File: config.mk
export PLATFORM = sky130hd
export DESIGN_NAME = alu16_seq
export DESIGN_NICKNAME = d
export VERILOG_FILES = /design/src/rtl/alu16_seq.sv
export SDC_FILE = /design/constraint.sdc
export NUM_CORES = 1
export LEC_CHECK = 0
export CAP_MARGIN = 20
export CELL_PAD_IN_SITES_DETAIL_PLACEMENT = 1
export CELL_PAD_IN_SITES_GLOBAL_PLACEMENT = 1
export CORE_MARGIN = 8
export CORE_UTILIZATION = 36
export DETAILED_ROUTE_END_ITERATION = 10
export GPL_ROUTABILITY_DRIVEN = 0
export PLACE_DENSITY_LB_ADDON = 0.1
export RECOVER_POWER = 25
export SLEW_MARGIN = 20
export SYNTH_ARGS = -nofsm -noshare
export SYNTH_HDL_FRONTEND = slang
export SYNTH_SLANG_ARGS = --single-unit
File: constraint.sdc
create_clock -name clk -period 3.1 [get_ports clk]
set_input_delay 0.62 -clock clk [delete_from_list [all_inputs] [get_ports clk]]
set_output_delay 0.62 -clock clk [all_outputs]
set_load 0.02 [all_outputs]
File: src/rtl/alu16_seq.sv
// Command sequencer for the 16-bit ALU: one command at a time over valid/ready,
// optional flag-conditioned execution and cnt+1 repeated iterations with the
// destination fed back as the S operand after the first pass.
module alu16_seq #(
  parameter int unsigned AW = 3,
  parameter int unsigned CW = 4
) (
  input  logic          clk,
  input  logic          reset_n,
  input  logic          cmd_valid,
  output logic          cmd_ready,
  input  logic [3:0]    cmd_op,
  input  logic [AW-1:0] cmd_dst,
  input  logic [AW-1:0] cmd_srcR,
  input  logic [AW-1:0] cmd_srcS,
  input  logic [CW-1:0] cmd_cnt,
  input  logic [1:0]    cmd_cond,
  output logic [AW-1:0] R_Addr,
  output logic [AW-1:0] S_Addr,
  output logic [AW-1:0] W_Addr,
  output logic          W_En,
  output logic [3:0]    Alu_Op,
  input  logic          N,
  input  logic          Z,
  input  logic          C,
  output logic          N_q,
  output logic          Z_q,
  output logic          C_q,
  output logic          busy,
  output logic          done
);

  localparam int unsigned OPW = 4;

  typedef enum logic [1:0] {
    IDLE = 2'd0,
    EXEC = 2'd1,
    DONE = 2'd2
  } state_t;

  state_t        state_q, state_d;
  logic [OPW-1:0] op_q, op_d;
  logic [AW-1:0] dst_q, dst_d;
  logic [AW-1:0] srcr_q, srcr_d;
  logic [AW-1:0] srcs_q, srcs_d;
  logic [CW-1:0] cnt_q, cnt_d;
  logic [CW-1:0] iter_q, iter_d;
  logic          n_d, z_d, c_d;
  logic          cond_ok;

  // Next-cycle values of the registered outputs
  logic           ready_d, busy_d, done_d, wen_d;
  logic [OPW-1:0] alu_op_d;
  logic [AW-1:0]  r_addr_d, s_addr_d, w_addr_d;

  // Condition check against the stored flags at the handshake edge
  always_comb begin
    cond_ok = 1'b1;
    case (cmd_cond)
      2'b00:   cond_ok = 1'b1;
      2'b01:   cond_ok = Z_q;
      2'b10:   cond_ok = N_q;
      default: cond_ok = C_q;
    endcase
  end

  // Next-state, command capture, flag update and output decode
  always_comb begin
    state_d  = state_q;
    op_d     = op_q;
    dst_d    = dst_q;
    srcr_d   = srcr_q;
    srcs_d   = srcs_q;
    cnt_d    = cnt_q;
    iter_d   = iter_q;
    n_d      = N_q;
    z_d      = Z_q;
    c_d      = C_q;
    ready_d  = 1'b0;
    busy_d   = 1'b0;
    done_d   = 1'b0;
    wen_d    = 1'b0;
    alu_op_d = '0;
    r_addr_d = '0;
    s_addr_d = '0;
    w_addr_d = '0;

    case (state_q)
      IDLE: begin
        if (cmd_valid && cmd_ready) begin
          op_d    = cmd_op;
          dst_d   = cmd_dst;
          srcr_d  = cmd_srcR;
          srcs_d  = cmd_srcS;
          cnt_d   = cmd_cnt;
          iter_d  = '0;
          state_d = cond_ok ? EXEC : DONE;
        end
      end
      EXEC: begin
        n_d = N;
        z_d = Z;
        c_d = C;
        // Compare before increment so cnt at its maximum never wraps early
        if (iter_q == cnt_q) begin
          state_d = DONE;
        end else begin
          iter_d = iter_q + CW'(1);
        end
      end
      DONE: begin
        state_d = IDLE;
      end
      default: begin
        state_d = IDLE;
      end
    endcase

    // Outputs follow the state being entered so they are valid for that cycle
    case (state_d)
      IDLE: begin
        ready_d = 1'b1;
      end
      EXEC: begin
        busy_d   = 1'b1;
        wen_d    = 1'b1;
        alu_op_d = op_d;
        r_addr_d = srcr_d;
        w_addr_d = dst_d;
        s_addr_d = (iter_d == '0) ? srcs_d : dst_d;
      end
      DONE: begin
        busy_d = 1'b1;
        done_d = 1'b1;
      end
      default: begin
        ready_d = 1'b0;
      end
    endcase
  end

  // State, command and output registers with synchronous reset
  always_ff @(posedge clk) begin
    if (!reset_n) begin
      state_q   <= IDLE;
      op_q      <= '0;
      dst_q     <= '0;
      srcr_q    <= '0;
      srcs_q    <= '0;
      cnt_q     <= '0;
      iter_q    <= '0;
      N_q       <= 1'b0;
      Z_q       <= 1'b0;
      C_q       <= 1'b0;
      cmd_ready <= 1'b1;
      busy      <= 1'b0;
      done      <= 1'b0;
      W_En      <= 1'b0;
      Alu_Op    <= '0;
      R_Addr    <= '0;
      S_Addr    <= '0;
      W_Addr    <= '0;
    end else begin
      state_q   <= state_d;
      op_q      <= op_d;
      dst_q     <= dst_d;
      srcr_q    <= srcr_d;
      srcs_q    <= srcs_d;
      cnt_q     <= cnt_d;
      iter_q    <= iter_d;
      N_q       <= n_d;
      Z_q       <= z_d;
      C_q       <= c_d;
      cmd_ready <= ready_d;
      busy      <= busy_d;
      done      <= done_d;
      W_En      <= wen_d;
      Alu_Op    <= alu_op_d;
      R_Addr    <= r_addr_d;
      S_Addr    <= s_addr_d;
      W_Addr    <= w_addr_d;
    end
  end

endmodule

---- Word-level counts from Yosys, hierarchy flattened ----
Index checks and enable logic that the tools add are counted.
cells by class
  add/subtract/negate cells ............... 1
  equality and inequality tests ........... 6
  muxes and demuxes ....................... 21
  reduce and logical (&&, ||, !) cells .... 8
operator list
  operator               number
  $mux W3                7
  $mux W4                4
  $pmux W4 S2            1
  $eq A2 B1 Y1 const B   3
  $logic_not A2 Y1       3
  $mux W2                3
  $add A4 B1 Y4 const B  1
  $eq A2 B2 Y1 const B   2
  $eq A4 B4 Y1           1
  $logic_not A4 Y1       1
  $mux W1                4
  $pmux W2 S2            1
  $reduce_and A2 Y1      2
  $pmux W1 S3            1
  $reduce_or A2 Y1       1
  $logic_and A1 B1 Y1    1
word-level totals
  flip-flop bits (word level) ............. 43
  input bits .............................. 25
  word-level logic and storage cells ...... 54

---- Longest topological paths before layout ----
  depth after elaboration ................. 8
  mapped depth ............................ 10

---- Least setup slack after synthesis ----
Ideal clock, no wire load.
  path type ............................... input-to-reg
  start ................................... in cmd_valid
  end ..................................... reg S_Addr[0]
  setup time .............................. 0.121 ns
  data arrival time ....................... 2.372 ns
  required time ........................... 2.979 ns
  path slack .............................. 0.607 ns
  stages .................................. 9
  path buffers ............................ 2
  cells stage by stage .................... nand4bb_1 clkbuf_1 clkbuf_1 o21ai_0 inv_1 ha_1 nand2_1 nor2_1 mux2_2
between the ends
  word-level cells in the longest chain between the ends .. 5
  elaborated cells between the ends (all ways) .. 13
  classes of those cells .................. eq/ne (1); mux (9); reduce/logical (3)
ends and longest elaborated chain
  element                      line  source
  start, declared              10    input logic cmd_valid,
  $logic_and A1 B1 Y1          90    if (cmd_valid && cmd_ready) begin
  $mux W2                      90
  $pmux W2 S2                  88    case (state_q)
  net state_d[1]               41    state_t state_q, state_d;
  $eq A2 B1 Y1                 120   case (state_d)
  $reduce_and A2 Y1 (no line)  n/a
  end signal, assigned         180   S_Addr <= s_addr_d;
  end, declared                19    output logic [AW-1:0] S_Addr,
The timed path passes the listed nets, and every way through them passes these cells.
A chain may end at the register's enable or synchronous reset.

---- Final worst setup path ----
  start ................................... reg iter_q[0]
  end ..................................... reg S_Addr[2]
between the ends
  word-level cells in the longest chain between the ends .. 5
  elaborated cells between the ends (all ways) .. 11
  classes of those cells .................. add/sub (1); eq/ne (2); mux (6); reduce/logical (2)
ends and longest elaborated chain
  element                      line  source
  start, declared              47    logic [CW-1:0] iter_q, iter_d;
  start signal, assigned       170   iter_q <= iter_d;
  $eq A4 B4 Y1                 105   if (iter_q == cnt_q) begin
  $mux W2                      105
  $pmux W2 S2                  88
  net state_d[0]               41
  $eq A2 B1 Y1                 120
  $reduce_and A2 Y1 (no line)  n/a
The timed path passes the listed nets, and every way through them passes these cells.

==> results list <==
- Dividing the detail-routed via count by the number of cells gives between 4 and 5.
* Max-slew violations: 0
- In this run the power density over the cells is between 500 and 600 mW/mm².
* Fraction of final layout cells sized beyond drive strength 1: 8.76%
- After global routing the overflow that remains totals 0.
- CTS placed an instance of clkbuf_8 at the clock tree root.
- Leaving out fill and tap cells, the most frequent cell in the layout is dfxtp_1.
- Share of flip-flops with an asynchronous set or reset after synthesis: 0%
- Initial cell density of the core: a little over a third
* Post-layout min period: roughly 2600 ps
- Final Hold Viols: 0
- STA classifies the critical path startpoint as a flop.
- Post-cts hold buffer count: 0
- Number of filler cells placed in the layout: around 530
* Average instance area after synthesis: 10.1 µm²
* Post-synthesis sequential area ratio: about half
- Global routing used between 10% and 20% of the available tracks.
- The final critical path takes up between 80% and 90% of the cycle.
- The first global-routing pass estimated 6580 µm of wire.
* Biggest fanout along the worst timing path: 9
- Drc violations: 0
* Clock insertion delay at the later pin of the skew report: 290 ps
* Number of max-cap violations: 0
* # resized after CTS: 0
- Worst path arrival time: ~2800 ps
* Die boundary height: around 85 µm
- At the pin with the least slew margin, the transition time is between 600 and 700 ps.
- The run finished with clean final reports.
* Highest achievable clock rate: 379 MHz
- Yosys attributes the largest share of cell area to dfxtp_1, mux2i_1, nand2_1.
- In the layout the commonest cells are dfxtp_1, clkdlybuf4s50_1, nand2_1.
- Worst Skew: 5.28 ps
- Drt initial violations: 21
- From synthesis to final layout, the design area changed by 36.1%.
- Maximum ir drop on the vdd rail: 0.317 mV
* Port-buffer cells: between 40 and 50
- Clk slew on worst S/H paths: roughly 80 ps
* Floorplan die area: between 0.007 and 0.008 mm²
- Hold Worst Slack: approximately 480 ps
- The H-tree was split into 2 levels.
- The worst setup path is captured at a flop.
* Vias post-DR: between 1000 and 1500
- Yosys synthesis warning count: 0
* Peak per-stage delay on the critical path: between 600 and 700 ps
* CP max-delay cell: o41ai_4
- Data required time of the critical path: around 3300 ps
* Leakage dissipation: about 0.95 nW
* Vias in the first global route: around 1400
- CTS tree: yes
- Number of buffers inserted by post-CTS setup repair: 0
- Nets in the synthesized netlist: slightly below 200
- Number of buffers created by CTS: 5
- Prevailing post-synth register cell: dfxtp_1
* FF+latch count, synth: 43
* Critical Path, Cell by Cell: xor2_1 -> o41ai_4 -> a21boi_0 -> inv_1 -> ha_1 -> nand2_1 -> nor2_1 -> mux2_2
- Residual antenna-violating net count after detailed routing: 0
- Final setup viols: 0
- Setup repair after global routing left no endpoint under its margin.
* Final total negative setup slack: 0 ps
- The largest total area in the synthesized netlist belongs to dfxtp_1.
* Count of cell types in the netlist: 27
* Maximum number of pins on one net before global-route repair: 22
- Gate count of the mapped netlist: about 170
* Post-synth design cell area: 0.00169 mm²
* Std-Cell Core Area: approximately 0.0046 mm²
- At the end of the flow, the number of nets in the layout was around 250.
* TritonCTS Sinks: 43
* Worst setup path category: flop to flop
* Die width: between 80 and 90 µm
- The floorplan has 25 rows.
* Antenna Cells: 0
- Summed over all nets, the half-perimeter wirelength after detailed placement is about 3000 µm.
- In this run the tightest slew margin relative to its limit is 59.0%.
* Number of ports placed on the die boundary: 45
- The tightest min-delay check is of the flop to flop type.
- Summed over all layers, the routed wires come to 3990 µm.
- The synthesized design contains 0 enable-type register cells.
- The initial antenna violation count was 0.
- The top cell type by area accounts for around 50% of the synthesized area.
- Detailed-route wire length per cell: 14.7 µm
* Clock Tree Buf Depth: 2
- The first detailed-routing pass ran for 3 iterations.
cell families (layout without fill, tap and decap cells):
group / after synthesis / in the layout / share of synthesized area [%]
xor gates and xnor gates: 6 / 6 / 3.11
buffers and inverters: 12 / 61 / 2.66
muxes: 16 / 16 / 9.69
DFF: 43 / 43 / 50.9
and+or+nand+nor: 68 / 68 / 20.3
AOI/OAI and AO/OA: 19 / 19 / 10.4
adders and majority gates: 4 / 4 / 2.96
through the flow:
step,instance area [µm²],std cells,setup slack (ps),util [%],power [mW]
global placement,2210,263,352,47.7,0.817
finish,2300,271,459,49.7,1.18
floorplan,1690,168,607,-,0.726
global route,2300,271,235,49.7,1.25
CTS,2310,271,413,49.8,1.21
detailed placement,2210,263,231,47.7,0.822
area by class of cell:
type                            instances  area, µm²  area share [%]
Timing Repair Buffer                   49        474            20.6
Tap cell                               54       67.6            2.93
Sequential cell                        43        861            37.4
Clock buffer                            6       82.6            3.59
Inverter                                4       15.0           0.652
Clock inverter                          2       16.3           0.707
Multi-Input combinational cell        113        786            34.1
synth_stat cells, types with 3 or more instances:
cell and number:
dfxtp_1 43, and2_1 12, nor2b_1 12, a21boi_0 12
inv_1 4, mux2_2 3, clkbuf_1 8, mux2i_1 13
nand2_1 26, nor2_1 8, xor2_1 5, ha_1 4
report_power, final:
part           total [mW]  internal [mW]  switching (mW)
sequential          0.600          0.586          0.0145
clock               0.375          0.182           0.193
combinational       0.202         0.0996           0.103
total                1.18          0.867           0.310
layer usage:
metal  global-route usage [%]  part of all wire (%)  vias to the layer above
met2                     21.2                    52                       25
li1                         -                     -                      644
met1                     11.4                    39                      619
met4                     3.88                   1.3                        0
met5                        0                     0                        -
met3                     5.85                   7.7                        6
state kept, by name, indices dropped and copies added, names as in the netlist, 4 cells and up:
name,count
iter_q,4
Alu_Op,4
cnt_q,4
op_q,4
path summary, 6_finish.rpt:
| path | from | cells past startpoint | endpoint | slack, ps |
|---|---|---|---|---|
| setup / recovery | iter_q[0] | 8 | S_Addr[2] | 460 |
| hold / removal | srcr_q[0] | 2 | srcr_q[0] | 480 |
| setup reg to reg | iter_q[0] | 8 | S_Addr[2] | 460 |
| hold reg to reg | srcr_q[0] | 2 | srcr_q[0] | 480 |
worst max-delay path, delay by kind of cell, from the launching register on:
| kind | cells | cell delay, ps |
|---|---|---|
| simple gates | 2 | 300 |
| flops | 1 | 460 |
| fa+ha+maj | 1 | 290 |
| buf+inv | 1 | 70 |
| mux | 1 | 270 |
| compound gates | 2 | 960 |
| xor+xnor | 1 | 160 |
(Power assumes the default switching activity.)
